===== src/rtl/m_stage_merge.sv =====
// Clocked two-into-one merge of the a/b branch streams over 4-phase active-low
// Send/Ack handshakes, with a 1-entry buffer per branch and round-robin output arbitration.
`timescale 1ns/1ps

module m_stage_merge_chan #(
    parameter int PACK_W = 39
) (
    input  logic              clk,
    input  logic              rst,
    input  logic              send_s,
    input  logic [PACK_W-1:0] pkt_in,
    input  logic              clr,
    output logic              ack,
    output logic              vld,
    output logic [PACK_W-1:0] data
);
    typedef enum logic {I_IDLE, I_HOLD} i_state_t;

    i_state_t          state_q, state_d;
    logic              ack_d, vld_d;
    logic [PACK_W-1:0] data_d;

    always_ff @(posedge clk or posedge rst) begin
        if (rst) begin
            state_q <= I_IDLE;
            ack     <= 1'b1;
            vld     <= 1'b0;
            data    <= '0;
        end else begin
            state_q <= state_d;
            ack     <= ack_d;
            vld     <= vld_d;
            data    <= data_d;
        end
    end

    // clr only arrives while vld is set and capture needs vld clear, so they never collide
    always_comb begin
        state_d = state_q;
        ack_d   = ack;
        vld_d   = vld & ~clr;
        data_d  = data;
        case (state_q)
            I_IDLE: if (!send_s && !vld) begin
                data_d  = pkt_in;
                vld_d   = 1'b1;
                ack_d   = 1'b0;
                state_d = I_HOLD;
            end
            I_HOLD: if (send_s) begin
                ack_d   = 1'b1;
                state_d = I_IDLE;
            end
            default: state_d = I_IDLE;
        endcase
    end
endmodule

module m_stage_merge #(
    parameter int PACK_W      = 39,
    parameter int SYNC_STAGES = 2
) (
    input  logic              CLK,
    input  logic              MR,
    input  logic              Send_in_a,
    output logic              Ack_out_a,
    input  logic [PACK_W-1:0] PACKET_IN_a,
    input  logic              Send_in_b,
    output logic              Ack_out_b,
    input  logic [PACK_W-1:0] PACKET_IN_b,
    output logic              Send_out,
    input  logic              Ack_in,
    output logic [PACK_W-1:0] PACKET_OUT
);
    localparam int NUM_CH = 2;

    typedef enum logic [1:0] {O_IDLE, O_SETUP, O_REQ, O_REL} o_state_t;

    // index 0 = channel a, 1 = channel b, 2 = downstream ack
    logic [2:0]                    raw;
    logic [2:0][SYNC_STAGES-1:0]   sync_q;
    logic [NUM_CH-1:0]             s_send;
    logic                          sk;

    logic [NUM_CH-1:0][PACK_W-1:0] pkt_in;
    logic [NUM_CH-1:0][PACK_W-1:0] buf_data;
    logic [NUM_CH-1:0]             vld, ack, clr;

    o_state_t          o_state_q, o_state_d;
    logic              send_d;
    logic [PACK_W-1:0] pkt_d;
    logic              grant_q, grant_d;
    logic              last_q, last_d;

    assign raw    = {Ack_in, Send_in_b, Send_in_a};
    assign pkt_in = {PACKET_IN_b, PACKET_IN_a};

    // idle level of every handshake line is 1, so the synchronizers reset high
    always_ff @(posedge CLK or posedge MR) begin
        if (MR) begin
            sync_q <= '1;
        end else begin
            for (int i = 0; i < 3; i++)
                sync_q[i] <= {sync_q[i][SYNC_STAGES-2:0], raw[i]};
        end
    end

    assign s_send = {sync_q[1][SYNC_STAGES-1], sync_q[0][SYNC_STAGES-1]};
    assign sk     = sync_q[2][SYNC_STAGES-1];

    generate
        for (genvar ch = 0; ch < NUM_CH; ch++) begin : g_chan
            m_stage_merge_chan #(.PACK_W(PACK_W)) u_chan (
                .clk    (CLK),
                .rst    (MR),
                .send_s (s_send[ch]),
                .pkt_in (pkt_in[ch]),
                .clr    (clr[ch]),
                .ack    (ack[ch]),
                .vld    (vld[ch]),
                .data   (buf_data[ch])
            );
        end
    endgenerate

    assign Ack_out_a = ack[0];
    assign Ack_out_b = ack[1];

    always_ff @(posedge CLK or posedge MR) begin
        if (MR) begin
            o_state_q  <= O_IDLE;
            Send_out   <= 1'b1;
            PACKET_OUT <= '0;
            grant_q    <= 1'b0;
            last_q     <= 1'b1;   // last grant = b, so a wins the first tie
        end else begin
            o_state_q  <= o_state_d;
            Send_out   <= send_d;
            PACKET_OUT <= pkt_d;
            grant_q    <= grant_d;
            last_q     <= last_d;
        end
    end

    always_comb begin
        o_state_d = o_state_q;
        send_d    = Send_out;
        pkt_d     = PACKET_OUT;
        grant_d   = grant_q;
        last_d    = last_q;
        clr       = '0;
        case (o_state_q)
            O_IDLE: if (|vld) begin
                grant_d   = (&vld) ? ~last_q : vld[1];
                last_d    = grant_d;
                pkt_d     = buf_data[grant_d];
                o_state_d = O_SETUP;
            end
            O_SETUP: begin
                send_d    = 1'b0;
                o_state_d = O_REQ;
            end
            // the buffer is held until the downstream ack, freeing it for the next capture
            O_REQ: if (!sk) begin
                send_d    = 1'b1;
                clr       = 2'b01 << grant_q;
                o_state_d = O_REL;
            end
            O_REL: if (sk) o_state_d = O_IDLE;
            default: o_state_d = O_IDLE;
        endcase
    end
endmodule


===== config.mk =====
export PLATFORM = sky130hd
export DESIGN_NAME = m_stage_merge
export DESIGN_NICKNAME = d
export VERILOG_FILES = /design/src/rtl/m_stage_merge.sv
export SDC_FILE = /design/constraint.sdc
export NUM_CORES = 1
export LEC_CHECK = 0
export ABC_AREA = 0
export BUFFER_PORTS_ARGS = -buffer_cell sky130_fd_sc_hd__buf_2
export CELL_PAD_IN_SITES_DETAIL_PLACEMENT = 1
export CELL_PAD_IN_SITES_GLOBAL_PLACEMENT = 2
export CORE_ASPECT_RATIO = 0.6
export CORE_UTILIZATION = 30
export CTS_CLUSTER_SIZE = 20
export DETAILED_ROUTE_END_ITERATION = 6
export GPL_TIMING_DRIVEN = 1
export PLACE_DENSITY = 0.65
export SETUP_SLACK_MARGIN = 0.1
export SLEW_MARGIN = 20
export SYNTH_ARGS = -nofsm -noshare
export SYNTH_HDL_FRONTEND = slang
export SYNTH_SLANG_ARGS = --single-unit

===== constraint.sdc =====
create_clock -name CLK -period 10.2 [get_ports CLK]
set_input_delay 0.51 -clock CLK [delete_from_list [all_inputs] [get_ports CLK]]
set_output_delay 0.51 -clock CLK [all_outputs]
set_load 0.005 [all_outputs]

# == After elaboration in Yosys (flattened, before gate mapping) ==
# Index checks and enable logic that the tools add are counted.
# Widths: inputs -> output; s select.
# word_totals
reg_bits,134
out_inout_bits,42
inputBits,83
wordCells,79
# op_classes
order_cmp,1
n_reduce_logical,17
bitwise_logic,7
eq_ne,10
mux,27
shift,1
# ops
op,count
$mux 39,2
$mux 1,14
$reduce_and 2->1,7
$mux 2,5
$ne 2x2->1 const B,5
$pmux 1 s2,5
$pmux 2 s4,1
$not 1->1,5
$eq 2x2->1 const B,2
$logic_not 1->1,4
$ne 2x1->1 const B,2
$reduce_and 3->1,1
$and 1x1->1,2
$eq 2x1->1 const B,1
$logic_and 1x1->1,2
$logic_not 2->1,1
$lt 1x2->1 const B,1
$reduce_bool 2->1,1
$reduce_or 2->1,1
$shl 1x1->2 const A,1

# == Depth between registers and ports, before layout ==
# depth
word_depth,7
ltp_mapped,7
depth_no_buf,5

# == Modules after synthesis ==
# A second synthesis with hierarchy kept.
# hier_totals
cells_unflattened,437
area_unflattened_um2,5664.2
# by_module_without_submodules
module,cells_per_inst,instances,area_per_inst_um2,seq_area_each_um2
m_stage_merge_chan,93,2,1627.8,1052.3
m_stage_merge,251,1,2408.6,1261.2

# == Worst setup path before layout ==
# OpenSTA, ideal clock, no wires.
# synth_path
path_kind,reg-to-reg
startpoint,register o_state_q[0]
endpoint,register o_state_q[1]
setup_slack_ns,8.736
t_arrival_ns,1.339
setup_time_ns,0.125
period_less_slack_ns,1.464
path_stages_with_launch,5
cell_sequence,dfrtp_1 inv_1 ha_1 a221oi_2 mux2_2
# synth_between
elab_chain_len,3
word_cells_on_any_way,9
# synth_lines
item,line,source
"start, declared",89,"o_state_t o_state_q, o_state_d;"
"start signal, assigned",137,o_state_q <= o_state_d;
$eq 2x2->1 / $logic_not 2->1 (equally long branches),152,case (o_state_q)
$ne 2x2->1 (no line),--,
$reduce_and 3->1 (no line),--,
# Several ways; a longest one is shown, not always the timed one.
# A chain may end at the register's enable or synchronous reset.

# == Worst setup path in the final report ==
# layout_path
startpoint,register g_chan[0].u_chan.vld
endpoint,register g_chan[0].u_chan.data[15]
# layout_between
elab_chain_len,3
# layout_lines
item,line,source
"start, declared",14,"output logic vld,"
"start signal, assigned",32,vld <= vld_d;
$logic_not 1->1,44,I_IDLE: if (!send_s && !vld) begin
$logic_and 1x1->1,44,
$reduce_and 2->1 (no line),--,
"end signal, assigned",33,data <= data_d;
"end, declared",15,output logic [PACK_W-1:0] data
# No other way between the ends.

==> results.toml <==
[floorplan]
fp.dieH_um = 106
dieArea_sq_um = 18600
rows = 37
initial_core_util_pct = 31.2
die_w_um = 176
ios = 125
core_sq_um = 17400

[clocking]
clock_latency_ns = 0.41
clkSlewWorstSetupHoldPaths_ns = 0.06
cts_sinks = 134
cts_buffers = 17
post_cts_buffers = 0
cts.root.buffer_cell = "clkbuf_16"
cts_resized = 0
cts_buffer_depth = 2
ctsHoldBuffers = 0
htreeDepth = 4
cts_tree = "done"

[detailed_routing]
vias = 3742
wire_per_inst_um = 17.8
avgViaCountPerCell = 4.64
drtPass1Iterations = 4
drtIter0Drc = 145
ant_nets = 0
drt_wl_total_um = 14400
drcViolationCount = 0

[logic_synthesis]
synth_top_family_by_area = "multiplexers"
synth_compound_area_share_pct = 9.71
syn_area_sq_um = 5430
synthSimpleGateAreaFrac_pct = 6.55
ys_seq_area_share_pct = 62.0
synth.area.mux_share_pct = 16.6
yosysUniqueCellTypes = 27
synth-seq-cells = 134
yosys_warnings = 0
syn_area_per_cell_sq_um = 12.5
synthXorXnorAreaFrac_pct = 0
synth_cells = 433
syn_nets = 521
post_synth_fa_ha_maj_area_fraction_pct = 1.15

[setup_path]
startpoint = "g_chan[0].u_chan.vld"
cp-endpoint = "g_chan[0].u_chan.data[15]"
critPathCaptureType = "flop"
crit_arrival_ns = 2.74
startpoint_type = "flop"
rr_worst_depth = 3
crit_required_ns = 10.50
crit_chain = "nor3_4 > buf_4 > mux2_2"
max_stage_delay_ns = 0.87
path_depth = 3
timing.rr.end = "g_chan[0].u_chan.data[15]"
r2r-start = "g_chan[0].u_chan.vld"
cp_max_fo = 24
critical_path.top_delay_family = "simple AND/OR/NAND/NOR gates"
rrSetupSlack_ns = 7.75
crit_path_top_delay_cell = "nor3_4"
crit_buf_inv = 1
path_class = "reg2reg"

[global_route]
antenna_found_initial = 4
grt_max_degree = 77
grt_usage_pct = 16.5
grt_pass1_wl_um = 23100
grt_overflow = 0
grt_pass1_vias = 4092

[sta]
slew_headroom_pct = 30.8
rsz0062_at_grt = "no"
fin_skew_ns = 0.0108
setup_tns_ns = 0
fmax_mhz = 409
setup_violations = 0
finalCritPeriodShare_pct = 24.0
finalHoldViolations = 0
worstMarginPinSlew_ns = 1.04
slew_violations = 0
final.min_clock_period_ns = 2.45

[place]
portBuffers = 124
gp_congestion = 0.684
place_inst = 770
dp_hpwl_um = 9450

[power_and_ir_drop]
power_density_nw_per_um2 = 344
vdd_drop_max_v = 0.000170
leakagePower_nw = 3.05

[cells_and_area]
nNetsFinal = 644
area_growth_syn_to_layout_pct = 25.4
instances_no_fill = 807
layout-drive-gt1-share_pct = 43.9

[run]
cap_viol_max_count = 0

[min_path]
hold_class = "in2reg"

[run_status]
status = "complete, no violations"
-- Yosys cell counts --
cell,instances,share of area [%]
a31oi_1,1,0.12
a22o_1,1,0.16
nand2_1,39,2.7
a21boi_2,1,0.21
buf_2,11,1.0
a221oi_2,1,0.28
o21a_1,3,0.42
buf_4,5,0.69
o21ai_1,1,0.092
ha_1,5,1.2
mux2i_1,1,0.18
mux2_2,70,15
dfstp_2,10,4.8
buf_6,8,1.7
nor2b_1,1,0.12
mux2_1,9,1.9
dfrtp_1,124,57
or3b_2,1,0.16
a21bo_2,1,0.18
nor3_4,2,0.60
nor2_1,41,2.8
a21oi_1,83,7.7
o22a_1,2,0.32
nand3b_1,1,0.14
inv_1,7,0.48
clkbuf_1,2,0.14
a21o_1,2,0.28
-- cell families after synthesis --
kind of cell / after synthesis
compound gates: 96
simple gates: 85
mux: 80
fa+ha+maj: 5
flops: 134
buf+inv: 33
-- how the worst min path moves through the flow --
stage,startpoint,to,slack [ns],depth (start not counted)
final,Send_in_a,sync_q[0],0.20,1
after global routing,Send_in_a,sync_q[0],0.18,1
after CTS,Send_in_a,sync_q[0],0.18,1
after detailed placement,sync_q[2],s_send[1],0.35,0
after global placement,sync_q[0],s_send[0],0.35,0
after floorplan,sync_q[0],s_send[0],0.35,0
-- worst reg2reg max path: stages, from the launching register on --
cell	delay [ns]
dfrtp_1	0.55
nor3_4	0.87
buf_4	0.50
mux2_2	0.41
-- metrics by stage --
step / area [sq um] / utilization, % / setup WS (ns) / power, mW / hold slack, ns
3_5_place_dp: 6210 / 35.7 / 7.69 / 1.77 / 0.348
4_1_cts: 6780 / 38.9 / 7.68 / 2.37 / 0.179
3_3_place_gp: 6210 / 35.7 / 7.74 / 1.73 / 0.347
6_report: 6800 / 39.1 / 7.75 / 2.34 / 0.199
2_1_floorplan: 5430 / - / 6.12 / 1.49 / 0.345
5_1_grt: 6790 / 39.0 / 7.60 / 2.52 / 0.179
-- sequential cells by signal, summed over array words and instances (netlist names) --
| register | cells |
|---|---|
| g_chan.u_chan.data | 78 |
| PACKET_OUT | 39 |
| sync_q | 3 |
| g_chan.u_chan.ack | 2 |
| g_chan.u_chan.state_q | 2 |
| g_chan.u_chan.vld | 2 |
| o_state_q | 2 |
| s_send | 2 |
| Send_out | 1 |
| grant_q | 1 |
| last_q | 1 |
| sk | 1 |
-- where the power goes --
part	switching [mW]	leakage, nW	total, mW	internal (mW)
combinational	0.428	1.25	0.791	0.363
clock	0.241	0.270	0.586	0.345
sequential	0.160	1.53	0.962	0.803
-- metal layers --
| metal | wire [um] | vias to the layer above | track usage [%] |
|---|---|---|---|
| li1 | - | 1737 | - |
| met1 | 7270 | 1880 | 23.5 |
| met2 | 5930 | 115 | 23.7 |
| met3 | 1140 | 8 | 6.58 |
| met4 | 51 | 2 | 3.17 |
| met5 | 10 | - | 0 |
-- layout by cell type (no fill, tap or decap), types with 3 or more instances in the layout --
cell and count:
nor2_1 41, buf_4 5, dfrtp_1 124, inv_1 6
buf_2 124, mux2_1 9, clkinvlp_4 3, mux2_2 70
inv_6 4, dfstp_2 10, clkbuf_16 17, clkinv_4 4
nand2_1 39, diode_2 4, a21oi_1 83, ha_1 5
-- cell type report --
cell class	instances	area [sq um]
diodes	4	10.0
clock buffers	19	443
clock inverters	13	124
fillers	1918	10600
inverters	7	31.3
multi-input cells	266	1860
flip-flops and latches	134	3370
well taps	234	293
repair buffers	130	673
(Power assumes the default switching activity.)
